File: config.mk
export PLATFORM = sky130hd
export DESIGN_NAME = clock_set_ctrl
export DESIGN_NICKNAME = d
export VERILOG_FILES = /design/src/rtl/clock_set_ctrl.sv
export SDC_FILE = /design/constraint.sdc
export NUM_CORES = 1
export LEC_CHECK = 0
export ABC_AREA = 1
export ABC_CLOCK_PERIOD_IN_PS = 2070
export BUFFER_PORTS_ARGS = -buffer_cell sky130_fd_sc_hd__buf_2
export CORE_ASPECT_RATIO = 1.1
export CORE_UTILIZATION = 60
export CTS_CLUSTER_DIAMETER = 30
export DETAILED_ROUTE_END_ITERATION = 10
export PLACE_DENSITY = 0.79
export SETUP_SLACK_MARGIN = 0.3
export SLEW_MARGIN = 20
export SYNTH_ARGS = -nofsm -noshare
export SYNTH_HDL_FRONTEND = slang
export SYNTH_SLANG_ARGS = --single-unit
export TNS_END_PERCENT = 5
File: constraint.sdc
create_clock -name clk_500hz -period 2.07 [get_ports clk_500hz]
set_clock_uncertainty 0.1 [all_clocks]
set_input_delay 0.207 -clock clk_500hz [delete_from_list [all_inputs] [get_ports clk_500hz]]
set_output_delay 0.207 -clock clk_500hz [all_outputs]
set_load 0.01 [all_outputs]
File: src/rtl/clock_set_ctrl.sv
// clock_set_ctrl: time-keeping and time-set controller for a 4-digit HH:MM
// display. Keeps BCD hh:mm:ss and runs a RUN / SET_HR / SET_MIN mode machine
// driven by two push keys. While a pair of digits is being edited, that pair
// blinks. Every register sits in the 500 Hz display clock domain.
//
// Ports
//   clk_500hz  in   display/system clock, rising edge
//   rst_n      in   asynchronous active-low reset
//   key_mode   in   mode key, debounced level, asynchronous to the clock
//   key_inc    in   increment key, debounced level, asynchronous to the clock
//   time0..3   out  hours tens/units, minutes tens/units (BCD or BLANK_CODE)
//   sec_tick   out  one-cycle pulse on every seconds increment
//   set_mode   out  0=RUN, 1=SET_HR, 2=SET_MIN (registered state)
module clock_set_ctrl #(
    parameter int         TICKS_PER_SEC = 500,
    parameter int         BLINK_HALF    = 125,
    parameter logic [3:0] BLANK_CODE    = 4'hF
) (
    input  logic       clk_500hz,
    input  logic       rst_n,
    input  logic       key_mode,
    input  logic       key_inc,
    output logic [3:0] time0,
    output logic [3:0] time1,
    output logic [3:0] time2,
    output logic [3:0] time3,
    output logic       sec_tick,
    output logic [1:0] set_mode
);
    localparam int TW = (TICKS_PER_SEC > 1) ? $clog2(TICKS_PER_SEC) : 1;
    localparam int BW = $clog2(2 * BLINK_HALF);

    typedef enum logic [1:0] {
        ST_RUN     = 2'd0,
        ST_SET_HR  = 2'd1,
        ST_SET_MIN = 2'd2,
        ST_BAD     = 2'd3
    } state_t;

    state_t r_state, w_state_nxt;

    logic [2:0]    r_mode_sync, r_inc_sync;   // [0],[1] synchroniser, [2] edge register
    logic [TW-1:0] r_tick;
    logic [BW-1:0] r_blink;
    logic [7:0]    r_hh, r_mm, r_ss;          // packed BCD {tens, units}
    logic [3:0]    r_time0, r_time1, r_time2, r_time3;
    logic          r_sec_tick;

    logic       w_mode_edge, w_inc_edge, w_blank;
    logic [8:0] w_ss_inc, w_mm_inc;           // {carry, tens, units}
    logic [7:0] w_hh_inc;

    // BCD +1 modulo 60; bit 8 flags the 59 -> 00 rollover.
    function automatic logic [8:0] inc60(input logic [7:0] v);
        if (v[3:0] != 4'd9)      inc60 = {1'b0, v[7:4], v[3:0] + 4'd1};
        else if (v[7:4] != 4'd5) inc60 = {1'b0, v[7:4] + 4'd1, 4'd0};
        else                     inc60 = 9'd0 | 9'h100;
    endfunction

    // BCD +1 modulo 24.
    function automatic logic [7:0] inc24(input logic [7:0] v);
        if (v == 8'h23)          inc24 = 8'h00;
        else if (v[3:0] == 4'd9) inc24 = {v[7:4] + 4'd1, 4'd0};
        else                     inc24 = {v[7:4], v[3:0] + 4'd1};
    endfunction

    assign w_ss_inc = inc60(r_ss);
    assign w_mm_inc = inc60(r_mm);
    assign w_hh_inc = inc24(r_hh);

    // Edge seen after the 2nd sync stage; acts on the 3rd clock edge after the key rises.
    assign w_mode_edge = r_mode_sync[1] & ~r_mode_sync[2];
    assign w_inc_edge  = r_inc_sync[1]  & ~r_inc_sync[2];
    assign w_blank     = (r_blink >= BW'(BLINK_HALF));

    always_ff @(posedge clk_500hz or negedge rst_n) begin
        if (!rst_n) begin
            r_mode_sync <= '0;
            r_inc_sync  <= '0;
        end else begin
            r_mode_sync <= {r_mode_sync[1:0], key_mode};
            r_inc_sync  <= {r_inc_sync[1:0],  key_inc};
        end
    end

    always_ff @(posedge clk_500hz or negedge rst_n) begin
        if (!rst_n) r_state <= ST_RUN;
        else        r_state <= w_state_nxt;
    end

    always_comb begin
        w_state_nxt = r_state;
        case (r_state)
            ST_RUN:     if (w_mode_edge) w_state_nxt = ST_SET_HR;
            ST_SET_HR:  if (w_mode_edge) w_state_nxt = ST_SET_MIN;
            ST_SET_MIN: if (w_mode_edge) w_state_nxt = ST_RUN;
            default:    w_state_nxt = ST_RUN;
        endcase
    end

    // Time keeping, key actions and the blink phase.
    always_ff @(posedge clk_500hz or negedge rst_n) begin
        if (!rst_n) begin
            r_tick     <= '0;
            r_blink    <= '0;
            r_hh       <= '0;
            r_mm       <= '0;
            r_ss       <= '0;
            r_sec_tick <= 1'b0;
        end else begin
            r_sec_tick <= 1'b0;
            case (r_state)
                ST_RUN: begin
                    if (w_mode_edge) begin
                        // Entering SET_HR: freeze with seconds zeroed.
                        r_tick <= '0;
                        r_ss   <= '0;
                    end else if (r_tick == TW'(TICKS_PER_SEC - 1)) begin
                        r_tick     <= '0;
                        r_sec_tick <= 1'b1;
                        r_ss       <= w_ss_inc[7:0];
                        if (w_ss_inc[8]) begin
                            r_mm <= w_mm_inc[7:0];
                            if (w_mm_inc[8]) r_hh <= w_hh_inc;
                        end
                    end else begin
                        r_tick <= r_tick + TW'(1);
                    end
                end
                ST_SET_HR: begin
                    r_tick <= '0;
                    if (w_inc_edge && !w_mode_edge) r_hh <= w_hh_inc;
                end
                ST_SET_MIN: begin
                    r_tick <= '0;
                    // Minute wrap here deliberately carries nothing into hours.
                    if (w_inc_edge && !w_mode_edge) r_mm <= w_mm_inc[7:0];
                end
                default: r_tick <= '0;
            endcase

            // Restart the visible phase on any press so the edit is seen at once.
            if (w_mode_edge || w_inc_edge || r_state == ST_RUN || r_state == ST_BAD)
                r_blink <= '0;
            else if (r_blink == BW'(2 * BLINK_HALF - 1))
                r_blink <= '0;
            else
                r_blink <= r_blink + BW'(1);
        end
    end

    // Registered digit outputs: follow the internal time one cycle later.
    always_ff @(posedge clk_500hz or negedge rst_n) begin
        if (!rst_n) begin
            r_time0 <= '0;
            r_time1 <= '0;
            r_time2 <= '0;
            r_time3 <= '0;
        end else begin
            r_time0 <= (r_state == ST_SET_HR  && w_blank) ? BLANK_CODE : r_hh[7:4];
            r_time1 <= (r_state == ST_SET_HR  && w_blank) ? BLANK_CODE : r_hh[3:0];
            r_time2 <= (r_state == ST_SET_MIN && w_blank) ? BLANK_CODE : r_mm[7:4];
            r_time3 <= (r_state == ST_SET_MIN && w_blank) ? BLANK_CODE : r_mm[3:0];
        end
    end

    assign time0    = r_time0;
    assign time1    = r_time1;
    assign time2    = r_time2;
    assign time3    = r_time3;
    assign sec_tick = r_sec_tick;
    assign set_mode = r_state;
endmodule

* Word-level counts from Yosys, hierarchy flattened
Cells that the tools add are included.
** Cells by class
- $add $sub $neg :: 8
- Multiply operators :: 0
- Divide/modulo/power cells :: 0
- Order comparisons :: 1
- Equality and inequality tests :: 21
- Shift operators :: 0
- Mux-type cells :: 35
- Bitwise gates (word level) :: 4
- Reduce and logical (&&, ||, !) cells :: 16
** Operators with widths (number)
- two-way mux 8 bit :: 15
- two-way mux 9 bit :: 7
- case mux 8 bit (2 select lines) :: 2
- adder 4 x 1 -> 4 bit (second input constant) :: 6
- inequality test 2 bit (second input constant) :: 10
- two-way mux 4 bit :: 4
- adder 9 x 1 -> 9 bit (second input constant) :: 1
- equality test 9 bit (second input constant) :: 1
- adder 8 x 1 -> 8 bit (second input constant) :: 1
- equality test 8 x 6 -> 1 bit (second input constant) :: 1
- equality test 8 bit (second input constant) :: 1
- greater-or-equal comparator 8 x 7 -> 1 bit (second input constant) :: 1
- inequality test 4 x 3 -> 1 bit (second input constant) :: 2
- inequality test 4 bit (second input constant) :: 2
- two-way mux 2 bit :: 3
- case mux 2 bit (3 select lines) :: 1
- AND reduction 3 bit :: 2
- AND reduction 6 bit :: 1
- nonzero test 2 bit :: 3
- AND reduction 5 bit :: 1
- equality test 2 bit (second input constant) :: 2
- equality test 4 bit (second input constant) :: 1
- logical AND 1 bit :: 3
- logical OR 1 bit :: 3
- other kinds (7) :: 11
** Storage, ports and cells
- Register bits after elaboration :: 66
- Bits in latches :: 0
- RAM bits :: 0
- Memory bits (read-only) :: 0
- Output and inout bits :: 19
- Logic and storage cells :: 99
- Memories :: 0

* Longest topological paths before layout
Gate-level depths: netlist of run 1.
- Word-level depth :: 8
- Gate-level depth with buffers :: 11
- Mapped depth without buffers :: 11

* Worst setup path after synthesis of run 1
Ideal clock, no wire load.
- Kind :: reg2reg
- Start :: register r_ss[1]
- End :: register r_hh[5]
- Arrival time :: 1.290 ns
- Required time :: 1.853 ns
- Slack :: 0.563 ns
- Stages on the path, launching flop included :: 12
- Path buffers :: 0
- Period minus slack after synthesis :: 1.507 ns
- Cells stage by stage :: dfrtp_1 -> inv_1 -> ha_1 -> nand2_2 -> nor2_4 -> nand2_2 -> nor2_4 -> nand3_2 -> nand2_4 -> nand2_4 -> nand2_1 -> nand2_1
** On the way
- Longest elaborated chain between the ends :: 4
** RTL lines
- start: declaration :: line 45 : logic [7:0] r_hh, r_mm, r_ss;
- start signal: assignment :: line 121 : r_ss <= w_ss_inc[7:0];
- inequality test 4 bit :: line 55 : if (v[3:0] != 4'd9) inc60 = {1'b0, v[7:4], v[3:0] + 4'd1};
- two-way mux 9 bit :: line 55
- inequality test 2 bit (no line)
- AND reduction 6 bit (no line)
- end signal: assignment :: line 124 : if (w_mm_inc[8]) r_hh <= w_hh_inc;
- end signal: assignment :: line 132 : if (w_inc_edge && !w_mode_edge) r_hh <= w_hh_inc;
- end: declaration :: line 45
No other way between the ends. The select of a mux whose other input is x is not followed.
A chain may end at the register's enable or synchronous reset.

* Worst setup path after layout of run 1
- Start :: register r_ss[1]
- End :: register r_hh[2]
Same word-level chain as after synthesis.

==> impl_results.md, run 1 <==
- Mapped Nets: 380
- Max capacitance violation total: 0
- Total DRC errors in the routed layout: 0
- Amount of wire on met2 after detailed routing: 2.81 mm
- Synth area leaders: dfrtp_1 51%, nand2_1 10%, nor2_1 4.9%
- Setup Viol. Count Final: 0
- Final #Nets: 422
- Die width: 71.9 um
- H-tree lvl count: 3
- PnR Total Power: 4.08 mW
- Non-filler instance count after layout: 483
- Fraction of final layout cells with drive strength greater than 1: 24.3%
- Synth-to-Final Area Change: 17.1%
- I/O pins: 23
- VDD IR max: 0.755 mV
- DRT met1 WL: 2.61 mm
- Area share of the largest cell type after synthesis: 51.2%
- Clock root buffer master: clkbuf_8
- Aggregate global-route resource usage: 22.7%
- Hold Slack: 0.250 ns
- Weighted congestion at the end of routability-driven global placement: 0.779
- Largest net degree at the start of global routing: 67
- Unrepaired setup endpoints after global routing: yes
- Per-cell routed wire length: 11.9 um
- Via count of the first global-routing pass: 2,339
- Run status: finished, final reports clean
- Worst Path Required: 2.20 ns
- Effective utilization at floorplan: 63.2%
- Sort of element at the end of the critical path: flip-flop
- Number of sinks handled by clock tree synthesis: 66
- Clock tree from TritonCTS: done
- Deepest clock path buffer count: 2
- Startpoint types: flip-flop
- Layout Utilization: 74.1%
- ANT nets after route: 0
- Area occupied by multi-input gates: 1440 um2
- Number of standard cells after synthesis: 364
- Die Span Y: 78.9 um
- Quantity of I/O buffers inserted on ports: 22
- Setup Crit Path Kind: reg2reg
- Row count: 27
- Max-slew headroom at the worst pin: 73.7%
- Placed cells: 459
- Cell Area, Synth: 3230 um2
- Routed vias: 2,417
- Most area-hungry cell type in the Yosys netlist: dfrtp_1
- Pwr dens: 1080 nW/um2
- Yosys warning total: 0
- Top Metal Used: met4
- Routed length on met3: 208 um
- Largest fanout of any net on the critical path: 5
- Total core area: 5100 um2
- Setup_tns: 0 ns
- Number of antenna violations at the first check in global routing: 0
- Ratio of routed vias to standard cells: 5.00
- Sequential fraction of the synthesis area: 51.2%
- Total inserted antenna cells: 0
- Number of buffers inserted during clock tree synthesis: 9
- Final period demand of the worst path: 1.77 ns
- Library cells used by synthesis: 28
- Fmax: 565 MHz
- Final count of pins violating max slew: 0
- Final period utilization: 85.5%
- Reg clk slew, reported paths: 0.08 ns
- Area of the die: 5670 um2
- Remaining global-route overflow: 0
- Sum of net half-perimeters after detailed placement: 3.85 mm
- Final hold vios: 0
- First-pass GRT wire length: 9.83 mm
- Transition at the pin with the smallest max-transition slack: 0.394 ns
- Aggregate routed wire length: 5.75 mm
- Sequential standard cell area: 1650 um2
- Initial DRT Pass Iterations: 4
- Clock latency on the worst-skew pair: 0.34 ns
- Leakage power: 1.99 nW
- Syn avg cell area: 8.86 um2
- Class of the tightest hold or removal check: reg2reg
- Violation count after the first detailed-route iteration: 172
- Layout filler cell count: 382
- Critical path arrival: 1.90 ns
- Seq cells post-synth: 66
[final timing paths]
check	start	to	slack, ns	depth (start not counted)
min	r_mode_sync[0]	r_mode_sync[1]	0.25	0
min in group asynchronous	rst_n	r_tick[5]	0.29	3
max	r_ss[1]	r_hh[2]	0.30	11
max in group asynchronous	rst_n	r_blink[0]	1.27	3
max reg2reg	r_ss[1]	r_hh[2]	0.30	11
min reg2reg	r_mode_sync[0]	r_mode_sync[1]	0.25	0
[cells in the final DEF (no fill, tap or decap), types with 2 or more instances in the layout]
master         instances
nand3_1               30
o21ai_0                4
nor3_1                10
bufinv_16              2
o21ai_1                3
dlygate4sd3_1          3
nor3_2                 2
dfrtp_1               65
clkbuf_8              10
nand2_4                9
nand4_1                4
clkinv_4               2
xor2_1                 7
nor2_1                42
a21oi_1                6
xnor2_1                6
nand3_2                2
o21ai_2                8
nor2_4                 3
nor2_2                 5
buf_2                 22
ha_1                  11
inv_1                 32
nand2_1               83
inv_2                 16
buf_4                  4
nand2_2                7
[Yosys cell counts]
cell      instances
nand2_1          86
dfrtp_1          66
nor2_1           42
inv_1            33
nand3_1          30
inv_2            15
ha_1             12
nor3_1           10
nand2_4           8
o21ai_2           8
xor2_1            7
a21oi_1           6
nor2_2            6
xnor2_1           6
nand2_2           4
nand4_1           4
o21ai_0           4
nand3_2           3
o21ai_1           3
nor2_4            2
nor3_2            2
a211oi_1          1
a31oi_1           1
mux2i_1           1
nor2_8            1
nor3b_1           1
o22ai_1           1
or2_2             1
[report_power, final]
group,internal [mW],total (mW),switching [mW]
clock,0.712,1.21,0.493
sequential,1.50,1.68,0.180
combinational,0.399,1.19,0.796
total,2.61,4.08,1.47
[area by class of cell]
cell class	count	share of cell area [%]
Multi-Input combinational cell	251	38.0
Clock inverter	6	2.38
Timing Repair Buffer	30	5.03
Tap cell	72	2.38
Sequential cell	66	43.7
Clock buffer	10	3.64
Inverter	48	4.77
[flip-flops by register name, summed over array words and instances (netlist names)]
register     cells
r_tick           9
r_blink          8
r_hh             8
r_mm             8
r_ss             8
time0            4
time1            4
time2            4
time3            4
r_inc_sync       3
r_mode_sync      3
set_mode         2
sec_tick         1
[metal layers]
metal | vias up | global-route usage [%]
met1 | 1126 | 28.0
li1 | 1233 | -
met4 | 0 | 11.6
met5 | - | 0
met3 | 12 | 6.35
met2 | 46 | 36.6
[kinds of logic after synthesis]
group / after synthesis / synth area share, %
AND/OR/NAND/NOR: 200 / 29.9
AO/OA/AOI/OAI: 24 / 4.81
buffers and inverters: 48 / 5.59
flip-flops: 66 / 51.2
XOR/XNOR: 13 / 3.53
adder cells (fa/ha/maj): 12 / 4.65
multiplexers: 1 / 0.310
[metrics by stage]
stage	setup slack [ns]	area, um2
2_1_floorplan	0.563	3230
3_3_place_gp	0.425	3450
3_5_place_dp	0.362	3450
4_1_cts	0.348	3700
5_1_grt	0.205	3780
6_report	0.301	3780
[worst max-delay path: stages (launching register included)]
cell	delay (ns)
dfrtp_1	0.41
inv_2	0.09
ha_4	0.13
nand2_2	0.06
nor2_4	0.15
nand2_4	0.08
nor2_4	0.16
nand3_4	0.11
nand2_4	0.14
nand2_4	0.08
nand2_1	0.08
nand2_1	0.07
[timing repair]
action,4_1_cts,5_1_grt
hold endpoints to repair,68,0
hold buffers,3,0
resized for setup,0,10
endpoints found under the setup margin,0,21
setup buffers,0,4
(Power assumes the default switching activity.)
==> run 2: changes to the inputs <==
ABC_AREA = 0   (was 1)
CORE_MARGIN = 2   (was unset)
CORE_UTILIZATION = 59   (was 60)
==> run 2 against run 1 <==
Compared with the run above: the run now ends with negative setup slack left; clock power fell by 14%; hold slack gained 0.0062 ns; sequential share of layout area increased by 1.3 points; die area shrank 1.4%; synthesized area down 8.3%.
==> impl_results.md, run 2 <==
- Final hold vios: 0
- Quantity of I/O buffers inserted on ports: 22
- Number of stages on the worst setup path: 6
- Worst Path Required: 2.18 ns
- Die Span Y: 78.2 um
- Total DRC errors in the routed layout: 0
- Number of buffers inserted during clock tree synthesis: 9
- Yosys warning total: 0
- Row count: 27
- Syn avg cell area: 11.0 um2
- Sequential fraction of the synthesis area: 55.9%
- Most area-hungry cell type in the Yosys netlist: dfrtp_1
- Class of the tightest hold or removal check: reg2reg
- Per-cell routed wire length: 14.6 um
- Count of flip-flops with a built-in enable after synthesis: 0
- Run status: finished with violations
- Aggregate global-route resource usage: 22.1%
- Routed vias: 2,145
- Largest reg by FF count: r_tick
- Pwr dens: 974 nW/um2
- Setup Crit Path Kind: reg2reg
- Transition at the pin with the smallest max-transition slack: 0.542 ns
- Max capacitance violation total: 0
- Setup Viol. Count Final: 3
- Non-filler instance count after layout: 387
- Sum of net half-perimeters after detailed placement: 3.77 mm
- Clock root buffer master: clkbuf_8
- Layout Utilization: 74.4%
- Top library cells by usage in the layout, fill and taps aside: 66 x dfrtp_1, 24 x nor2_1, 22 x buf_2, 22 x buf_4, 15 x nand2_1
- Leakage power: 1.76 nW
- Library cells used by synthesis: 49
- Largest fanout of any net on the critical path: 5
- Cell Area, Synth: 2960 um2
- Critical Path Slowest Stage Cell: or4b_4
- Seq cells post-synth: 66
- Cell-by-cell listing of the critical path: ha_2, nand4bb_1, or4b_4, o22ai_4, o21ai_1, a221o_1
- Total inserted antenna cells: 0
- Initial DRT Pass Iterations: 4
- Final period demand of the worst path: 2.11 ns
- Violations in the final reports: negative setup slack
- Synth-to-Final Area Change: 24.1%
- FFs w/ async S/R, synth: 100%
- Minimum setup slack in the final design: -0.0398 ns
- Number of cells on the worst reg-to-reg path: 6
- ANT nets after route: 0
- Clock latency on the worst-skew pair: 0.34 ns
- Die width: 71.5 um
- Largest net degree at the start of global routing: 67
- Reg clk slew, reported paths: 0.07 ns
- Clock tree from TritonCTS: done
- Max-slew headroom at the worst pin: 63.4%
- Final period utilization: 102%
- VDD IR max: 0.723 mV
- Placed cells: 366
- Number of sinks handled by clock tree synthesis: 66
- Total core area: 4930 um2
- H-tree lvl count: 3
- Synth area leaders: dfrtp_1 56%, ha_1 5.1%, nor2_1 3.3%
- Startpoint types: flip-flop
- Flip-flop count of the largest register after layout: 9
- Fmax: 474 MHz
- Area of the die: 5590 um2
- Effective utilization at floorplan: 59.9%
- Ratio of routed vias to standard cells: 5.54
- Post-place instance area: 3300 um2
- Stage delay of the slowest cell on the critical path: 0.59 ns
- Number of antenna violations at the first check in global routing: 0
- CP delay by family, top: simple AND/OR/NAND/NOR gates
- Final count of pins violating max slew: 0
- Unrepaired setup endpoints after global routing: yes
- Mapped Nets: 284
- Critical path arrival: 2.22 ns
- Aggregate routed wire length: 5.66 mm
- Weighted congestion at the end of routability-driven global placement: 0.807
- Via count of the first global-routing pass: 2,162
- Final #Nets: 341
- Area share of the largest cell type after synthesis: 55.9%
- Number of buffer and inverter instances along the worst setup path: 0
- Most repeated cell in the gate-level netlist after synthesis: dfrtp_1
- Sort of element at the end of the critical path: flip-flop
- Fraction of final layout cells with drive strength greater than 1: 31.3%
- Deepest clock path buffer count: 2
- Final std cell area, no fill: 3670 um2
- Violation count after the first detailed-route iteration: 132
- Remaining global-route overflow: 0
- Dominant register cell in the synthesized netlist: dfrtp_1
- Number of standard cells after synthesis: 268
- Synth top cells by count: 66 x dfrtp_1, 26 x nor2_1, 16 x nand2_1, 16 x o21ai_0, 14 x nand3_1
- Commonest non-fill, non-tap cell in the layout: dfrtp_1
- I/O pins: 23
- First-pass GRT wire length: 9.56 mm
- Hold path cells: 0
run 2: changes by cell type after synthesis, moves of 10 or more:
| cell | delta |
|---|---|
| inv_2 | -15 |
| o21ai_0 | +12 |
| nand3_1 | -16 |
| nor2_1 | -16 |
| inv_1 | -20 |
| or2_2 | +10 |
| nand2_1 | -70 |
run 2: report_power, final:
group          leakage [nW]  switching (mW)  internal (mW)  total [mW]
clock network        0.0962           0.456          0.579        1.04
logic                 0.780           0.508          0.436       0.944
registers             0.880           0.126           1.47        1.60
total                  1.76            1.09           2.49        3.57
run 2: path summary, 6_finish.rpt:
| kind | endpoint | slack (ns) | from |
|---|---|---|---|
| setup reg to reg | r_hh[3] | -0.04 | r_tick[1] |
| hold reg to reg | r_inc_sync[1] | 0.26 | r_inc_sync[0] |
| setup / recovery | r_hh[3] | -0.04 | r_tick[1] |
| min in group asynchronous | r_tick[4] | 0.30 | rst_n |
| max in group asynchronous | r_mode_sync[2] | 1.28 | rst_n |
| hold / removal | r_inc_sync[1] | 0.26 | r_inc_sync[0] |
run 2: area by class of cell:
cell class	instances	area, um2
multi-input cells	185	1360
clock buffers	12	145
clock inverters	3	40.0
repair buffers	50	348
flip-flops and latches	66	1650
inverters	13	48.8
well taps	58	72.6
fillers	331	1260
run 2: kinds of logic after synthesis:
family | synth area share, %
AND/OR/NAND/NOR | 19.5
multiplexers | 1.74
buffers and inverters | 2.29
adder cells (fa/ha/maj) | 5.08
flip-flops | 55.9
XOR/XNOR | 5.63
AO/OA/AOI/OAI | 9.95
run 2: what timing repair did:
item	4_1_cts	5_1_grt
setup buffers	2	1
resized for setup	10	22
hold endpoints to repair	68	0
pin swaps	11	13
hold buffers	3	0
setup endpoints to repair	38	40
run 2: through the flow:
stage	TNS [ns]	total power [mW]	setup WS [ns]	hold WS (ns)
after global placement	0	2.41	0.00863	0.146
after floorplan	-0.0474	2.09	-0.0307	-0.189
after CTS	-0.124	3.52	-0.0501	0.258
after detailed placement	-0.128	2.45	-0.0749	0.149
final	-0.0937	3.57	-0.0398	0.256
after global routing	-1.66	3.77	-0.184	0.277
run 2: metal layers:
metal | routed length (um) | vias to the layer above | global-route usage [%]
met3 | 201 | 11 | 5.65
met1 | 2360 | 1056 | 27.0
met5 | 0 | - | 0
met4 | 129 | 0 | 9.43
met2 | 2970 | 42 | 37.0
li1 | - | 1036 | -
